--- config.mk ---
export PLATFORM = sky130hd
export DESIGN_NAME = audio_sample_player
export DESIGN_NICKNAME = d
export VERILOG_FILES = /design/src/rtl/audio_sample_player_pkg.sv /design/src/rtl/audio_sample_player_pwm.sv /design/src/rtl/audio_sample_player.sv
export SDC_FILE = /design/constraint.sdc
export NUM_CORES = 1
export LEC_CHECK = 0
export ABC_AREA = 0
export BUFFER_PORTS_ARGS = -buffer_cell sky130_fd_sc_hd__buf_2
export CAP_MARGIN = 10
export CORE_MARGIN = 10
export CORE_UTILIZATION = 50
export DETAILED_ROUTE_END_ITERATION = 16
export GPL_TIMING_DRIVEN = 0
export HOLD_SLACK_MARGIN = 0.1
export PLACE_DENSITY_LB_ADDON = 0.08
export SETUP_SLACK_MARGIN = 0.3
export SLEW_MARGIN = 5
export SYNTH_ARGS = -nofsm -noshare
export SYNTH_HDL_FRONTEND = slang
export SYNTH_SLANG_ARGS = --single-unit
--- constraint.sdc ---
create_clock -name CLK -period 3 [get_ports CLK]
set_input_delay 0.3 -clock CLK [delete_from_list [all_inputs] [get_ports CLK]]
set_output_delay 0.3 -clock CLK [all_outputs]
set_load 0.01 [all_outputs]
--- src/rtl/audio_sample_player_pkg.sv ---
// Sound-effect sample table and shared types for the audio sample player.
// Each sample occupies an inclusive [start, end] range of the sample ROM.
package audio_sample_player_pkg;

   localparam int SAMPLE_BITS = 3;
   localparam int ROM_AW      = 14;

   typedef logic [SAMPLE_BITS-1:0] sample_sel_t;
   typedef logic [ROM_AW-1:0]      rom_addr_t;

   localparam sample_sel_t SAMPLE_LOST_BALL   = 3'd0;
   localparam sample_sel_t SAMPLE_BLOCK_START = 3'd1;
   localparam sample_sel_t SAMPLE_PADDLE      = 3'd2;
   localparam sample_sel_t SAMPLE_WALLS       = 3'd3;
   localparam sample_sel_t SAMPLE_COUNT       = 3'd4;

   typedef enum logic {
      ST_IDLE,
      ST_PLAYING
   } play_state_t;

   function automatic rom_addr_t sample_start(input sample_sel_t sel);
      case (sel)
         SAMPLE_LOST_BALL:   sample_start = 14'd16;
         SAMPLE_BLOCK_START: sample_start = 14'd32;
         SAMPLE_PADDLE:      sample_start = 14'd48;
         SAMPLE_WALLS:       sample_start = 14'd64;
         default:            sample_start = '0;
      endcase
   endfunction

   // End addresses are the last valid word of each sample.
   function automatic rom_addr_t sample_end(input sample_sel_t sel);
      case (sel)
         SAMPLE_LOST_BALL:   sample_end = 14'd19;
         SAMPLE_BLOCK_START: sample_end = 14'd35;
         SAMPLE_PADDLE:      sample_end = 14'd50;
         SAMPLE_WALLS:       sample_end = 14'd67;
         default:            sample_end = '0;
      endcase
   endfunction

endpackage

--- src/rtl/audio_sample_player_pwm.sv ---
// 1-bit PWM modulator: free-running counter compared against the PCM level.
// Output is registered; duty is pcm/2^PCM_BITS.
module audio_sample_player_pwm #(
   parameter int PCM_BITS = 8
) (
   input  logic                CLK,
   input  logic                RESET,
   input  logic [PCM_BITS-1:0] pcm,
   output logic                pwm
);

   logic [PCM_BITS-1:0] cnt;

   always_ff @(posedge CLK) begin
      if (RESET) begin
         cnt <= '0;
         pwm <= 1'b0;
      end else begin
         cnt <= cnt + 1'b1;
         pwm <= (pcm > cnt);
      end
   end

endmodule

--- src/rtl/audio_sample_player.sv ---
// Plays a selected PCM sound effect from the sample ROM at a fixed rate.
// The PCM level drives a PWM modulator on the audio pin.
module audio_sample_player
   import audio_sample_player_pkg::*;
#(
   parameter int SAMPLE_DIV    = 6250,
   parameter int PCM_BITS      = 8,
   parameter int ROM_ADDR_BITS = 14
) (
   input  logic                     CLK,
   input  logic                     RESET,
   input  logic [SAMPLE_BITS-1:0]   AUDIO_SELECT,
   input  logic                     AUDIO_TRIGGER,
   output logic [ROM_ADDR_BITS-1:0] ROM_ADDR,
   input  logic [PCM_BITS-1:0]      ROM_DATA,
   output logic                     AUDIO_PWM,
   output logic                     PLAYING
);

   localparam int DIV_W = $clog2(SAMPLE_DIV + 1);
   localparam logic [DIV_W-1:0] DIV_LAST = DIV_W'(SAMPLE_DIV - 1);
   localparam logic [PCM_BITS-1:0] PCM_MID =
      {1'b1, {(PCM_BITS-1){1'b0}}};

   play_state_t state, state_nxt;

   logic [DIV_W-1:0]         divider;
   logic [DIV_W-1:0]         hold_cnt;
   logic [ROM_ADDR_BITS-1:0] end_addr;
   logic [PCM_BITS-1:0]      pcm;
   logic                     tail;
   logic                     trig_ok;
   logic                     tick;
   logic                     last;

   assign trig_ok = AUDIO_TRIGGER && (AUDIO_SELECT < SAMPLE_COUNT);
   assign tick    = (state == ST_PLAYING) && (divider == DIV_LAST);
   assign last    = tick && (ROM_ADDR == end_addr);

   always_ff @(posedge CLK) begin
      if (RESET) state <= ST_IDLE;
      else       state <= state_nxt;
   end

   // A trigger outranks the final tick so back-to-back effects never gap.
   always_comb begin
      state_nxt = state;
      if (trig_ok)   state_nxt = ST_PLAYING;
      else if (last) state_nxt = ST_IDLE;
   end

   always_comb begin
      PLAYING = (state == ST_PLAYING);
   end

   always_ff @(posedge CLK) begin
      if (RESET) begin
         ROM_ADDR <= '0;
         end_addr <= '0;
         divider  <= '0;
         hold_cnt <= '0;
         tail     <= 1'b0;
         pcm      <= PCM_MID;
      end else begin
         if (trig_ok) begin
            ROM_ADDR <= ROM_ADDR_BITS'(sample_start(AUDIO_SELECT));
            end_addr <= ROM_ADDR_BITS'(sample_end(AUDIO_SELECT));
            divider  <= '0;
            hold_cnt <= '0;
            tail     <= 1'b0;
         end else if (state == ST_PLAYING) begin
            divider <= tick ? '0 : divider + 1'b1;
            if (tick && !last) ROM_ADDR <= ROM_ADDR + 1'b1;
            if (last) begin
               tail     <= 1'b1;
               hold_cnt <= '0;
            end
         end else if (tail) begin
            // Hold the final sample one full sample period, then go silent.
            if (hold_cnt == DIV_LAST) begin
               tail     <= 1'b0;
               hold_cnt <= '0;
               pcm      <= PCM_MID;
            end else begin
               hold_cnt <= hold_cnt + 1'b1;
            end
         end
         if (tick) pcm <= ROM_DATA;
      end
   end

   audio_sample_player_pwm #(
      .PCM_BITS(PCM_BITS)
   ) u_pwm (
      .CLK   (CLK),
      .RESET (RESET),
      .pcm   (pcm),
      .pwm   (AUDIO_PWM)
   );

endmodule

* Yosys cells after proc, flatten, opt, wreduce, memory -nomap -nowiden
Index checks and enable logic that the tools add are counted.
Word-level totals: register bits 73, bits of input ports 14, output and inout port bits 16, word-level logic and storage cells 61
Cells by class: $add $sub $neg 4, order comparisons 2, equality and inequality tests 9, mux-type cells 21, reductions and logical operators 16
Operators by type and width (number):
- two-way mux 13 bit | 5
- case mux 7 bit (4 select lines) | 2
- two-way mux 14 bit | 3
- two-way mux 8 bit | 5
- adder 13 x 1 -> 13 bit, second input constant | 2
- == test 13 bit, second input constant | 2
- adder 14 x 1 -> 14 bit, second input constant | 1
- == test 14 bit | 1
- nonzero test 2 bit | 6
- adder 8 x 1 -> 8 bit, second input constant | 1
- greater-than comparator 8 bit | 1
- == test 3 x 2 -> 1 bit, second input constant | 2
- two-way mux 1 bit | 6
- != test 2 x 1 -> 1 bit, second input constant | 3
- logical AND 1 bit | 4
- AND reduction 2 bit | 2
- AND reduction 4 bit | 1
- == test 3 x 1 -> 1 bit, second input constant | 1
- logical NOT 3 bit | 1
- < comparator 3 bit, second input constant | 1
- OR reduction 2 bit | 1
- logical NOT 1 bit | 1

* Depth between registers and ports, before layout
depth after elaboration 8, mapped depth 9, gate-level depth less buffers 7

* Modules after synthesis
A second synthesis with hierarchy kept.
Unflattened totals: cells, all modules 369, area, all modules 3245.6 µm²
By module, submodules not included:
- audio_sample_player | times used 1, cells each 308, area each 2713.9 µm², sequential area each 1101.1 µm²
- audio_sample_player_pwm | times used 1, cells each 61, area each 531.8 µm², sequential area each 180.2 µm²

* Worst setup path before layout
OpenSTA, ideal clock, no wires.
path kind register to register, from register state, in the netlist PLAYING, to register hold_cnt[10], library setup time 91 ps, arrival time 1733 ps, required time 2909 ps, setup slack 1176 ps, cell stages (with the launch flop) 8, buffers on the path 2, clock period less this slack 1824 ps, path through dfxtp_1 buf_4 nor4b_4 nand4_2 o32ai_4 buf_6 a31oi_1 a311oi_1
Between the ends: cells in the longest elaborated chain, start to end 4, elaborated cells on any way between the ends 6, those cells by class 1 x eq/ne; 1 x mux; 4 x reduce/logical
RTL lines:
- from (decl) | line audio_sample_player.sv:25 | play_state_t state, state_nxt;
- from (signal assigned) | line audio_sample_player.sv:42 | else state <= state_nxt;
- logical AND 1 bit | line audio_sample_player.sv:37 | assign tick = (state == ST_PLAYING) && (divider == DIV_LAST);
- logical AND 1 bit | line audio_sample_player.sv:38 | assign last = tick && (ROM_ADDR == end_addr);
- != test 2 x 1 -> 1 bit (no source line)
- AND reduction 2 bit (no source line)
- to (signal assigned) | line audio_sample_player.sv:85 | hold_cnt <= hold_cnt + 1'b1;
- to (decl) | line audio_sample_player.sv:28 | logic [DIV_W-1:0] hold_cnt;
Several ways; a longest one is shown, not always the timed one. A chain may end at the register's enable or synchronous reset.

* Worst setup path after layout
from register hold_cnt[7], to register pcm[5]
Between the ends: cells in the longest elaborated chain, start to end 3
RTL lines:
- == test 13 bit | line audio_sample_player.sv:80 | if (hold_cnt == DIV_LAST) begin
- nonzero test 2 bit (no source line)
- AND reduction 4 bit (no source line)
- to (signal assigned) | line audio_sample_player.sv:63 | pcm <= PCM_MID;
- to (signal assigned) | line audio_sample_player.sv:83 | pcm <= PCM_MID;
- to (signal assigned) | line audio_sample_player.sv:88 | if (tick) pcm <= ROM_DATA;
- to (decl) | line audio_sample_player.sv:30 | logic [PCM_BITS-1:0] pcm;
Every way passes these cells.

==> flow_summary.yaml <==
setup_path:
  max_stage_delay_ps: 550
  start_kind: "register"
  crit_fanout: 8
  cp-end-kind: "register"
  path_class: "register to register"
  cp.arrival_ps: 2480
  cp_slowest_cell: "or4b_1"
  cp.required_ps: 3220
  worst-path-buf-inv: 0
  crit_cells: 5
  path_cells: "or4b_1, nor3_1, a41oi_1, a22oi_1, nor2_1"
  crit_family: "simple AND/OR/NAND/NOR gates"
  reg2reg_depth: 5
min_path:
  hold_class: "input pin to register"
  whs_path_depth: 3
yosys:
  netlist_area_sq_um: 3250
  ys.warnings.count: 0
  synth_fp_nets: 399
  synth-simple-area-share: 0.248
  yosysUniqueCellTypes: 50
  synth_top_flop_cell: "dfxtp_1"
  synthCells: 371
  synth-adder-area-share: 0.0539
  synth_top_family_by_area: "simple AND/OR/NAND/NOR gates"
  synth-xor-area-share: 0.0809
  ys_seq_area_frac: 0.394
  ys_ff_latch: 64
  synth_edf_count: 0
  synthArstFlopShare: 0
  synthMuxAreaShare: 0.00924
  synth_compound_area_frac: 0.171
  syn_avg_cell_area_sq_um: 8.76
detailed_routing:
  drtIter0Drc: 116
  wirelength_um: 7460
  wl_per_cell_um: 15.2
  drtAntennaViolNets: 0
  routed_via_density: 5.65
  detail_route.first_pass.iterations: 4
  drc: 0
  dr_total_vias: 2782
timing:
  setup-violations-final: 0
  fin_setup_tns_ps: 0
  worst_slew_pin_slew_ps: 870
  hold_viol: 0
  min_period_ps: 2260
  rsz0062_at_grt: "no"
  finalCritPeriodShare: 0.752
  fin_worst_skew_ps: 8.91
  slew_headroom: 0.412
  clock.fmax_ghz: 0.443
  whs_ps: 193
  drv_slew: 0
grt:
  track_usage: 0.153
  grt_pass1_vias: 2617
  grt_overflow: 0
  antenna_found_initial: 0
  grt_pass1_wl_um: 12700
  grt_max_degree: 13
power_and_ir_drop:
  irDropWorstVdd_uv: 446
  p_seq_frac: 0.474
  power.density_nw_per_um2: 496
  leakagePower_uw: 0.00142
  sw_frac_of_total: 0.241
  p_comb_frac: 0.065
  power_uw: 1840
  pwr-share-clk: 0.461
  p_switching_uw: 444
  power.internal_uw: 1400
cells_and_area:
  final_core_util: 0.589
  layout_common_cells: "dfxtp_1 (64), nor2_1 (51), buf_2 (33), nand2_1 (19)"
  synthToLayoutAreaGrowth_pct: 14.4
  final_common_cell: "dfxtp_1"
  antenna_cells: 0
  final_cells: 492
  layout-drive-gt1-share: 0.137
  nets: 438
clocking:
  clockBufferDepth: 2
  post_cts_buffers: 0
  htree_levels: 3
  cts_tree: "done"
  cts_hold_buf: 0
  clk-insertion-delay-late_ps: 350
  post_cts_resized: 0
  clk_pin_slew_ps: 80
  cts_root_buffer: "clkbuf_8"
  cts.sinks: 64
  numCtsBuffers: 9
floorplan:
  start_util: 0.515
  core_area_sq_um: 6310
  die_y_um: 101
  die_w_um: 101
  ios: 30
  die_area_sq_um: 10100
  rows: 29
place:
  dp.cells: 476
  io_buffers: 28
  hpwl_um: 5370
  place.gp.congestion: 0.834
status:
  status: "finished, final reports clean"
run:
  cap_violations: 0
-- cell usage after synthesis, types with 3 or more instances --
library cell  number  share of area
dfxtp_1           64           0.39
nand3_1           12          0.018
clkbuf_1           7         0.0081
o211ai_1           4         0.0092
buf_2              5         0.0077
a22oi_1            7          0.016
ha_1              14          0.054
or3_1              5         0.0096
o21ai_0           10          0.015
inv_1             16          0.018
nand2_1           19          0.022
mux2i_1            3         0.0092
nand4_1            9          0.017
nor2b_1            4         0.0077
o2111ai_1          4          0.011
nor2_1            51          0.059
and4_1             6          0.016
o21a_1             4         0.0092
a31oi_1            9          0.017
a21oi_1           14          0.022
nor3_1            11          0.017
a311oi_1           9          0.024
xnor2_1           16          0.043
and3_1            11          0.021
a21o_1             4         0.0092
buf_1              3         0.0035
xor2_1            14          0.038
nand2b_1          10          0.019
-- tightest hold or removal path, stage by stage --
cell and delay [ps]:
buf_2 80, a22oi_1 60, nor2_1 70
-- path summary, 6_finish.rpt --
path                                  start     endpoint  slack, ps
worst min-delay path            ROM_DATA[0]       pcm[0]        190
worst max register to register  hold_cnt[7]       pcm[5]        740
worst min register to register  end_addr[6]  end_addr[6]        470
worst max-delay path            hold_cnt[7]       pcm[5]        740
-- flip-flops by register name, indices dropped and copies added (netlist names) --
register / count
u_pwm.cnt: 8
pcm: 8
u_pwm.pwm: 1
divider: 13
tail: 1
hold_cnt: 13
end_addr: 5
PLAYING: 1
ROM_ADDR: 14
-- power groups by stage --
stage / clock, uW / combinational (uW) / sequential (uW)
6_report: 849 / 120 / 873
5_1_grt: 901 / 135 / 874
4_1_cts: 867 / 123 / 872
3_5_place_dp: 0 / 121 / 892
3_3_place_gp: 0 / 120 / 892
2_1_floorplan: 0 / 81.9 / 891
-- kinds of logic (layout without fill, tap and decap cells) --
kind of cell             Yosys count  in the layout
AND/OR/NAND/NOR                  150            150
AO/OA/AOI/OAI                     77             77
flip-flops                        64             64
buffers and inverters             33             77
XOR/XNOR                          30             30
adder cells (fa/ha/maj)           14             14
multiplexers                       3              3
-- per-layer routing --
layer,vias up,part of all wire,track usage
li1,1418,-,-
met1,1311,0.49,0.199
met2,44,0.45,0.230
met3,9,0.050,0.0562
met4,0,0.012,0.0457
met5,-,0,0
-- layout make-up --
| cell class | count | area (sq um) |
|---|---|---|
| Sequential cell | 64 | 1280 |
| Timing Repair Buffer | 28 | 140 |
| Inverter | 16 | 60.1 |
| Multi-Input combinational cell | 274 | 1830 |
| Tap cell | 77 | 96.3 |
| Clock buffer | 10 | 138 |
| Fill cell | 623 | 2600 |
| Clock inverter | 6 | 92.6 |
| Buffer | 17 | 81.3 |
-- per-stage QoR --
| stage | instance area [sq um] | worst slack [ps] |
|---|---|---|
| detailed placement | 3490 | 760 |
| floorplan | 3250 | 1180 |
| global placement | 3490 | 793 |
| global route | 3720 | 580 |
| finish | 3720 | 743 |
| CTS | 3720 | 740 |
No activity file was read; power rests on OpenSTA's default activity.
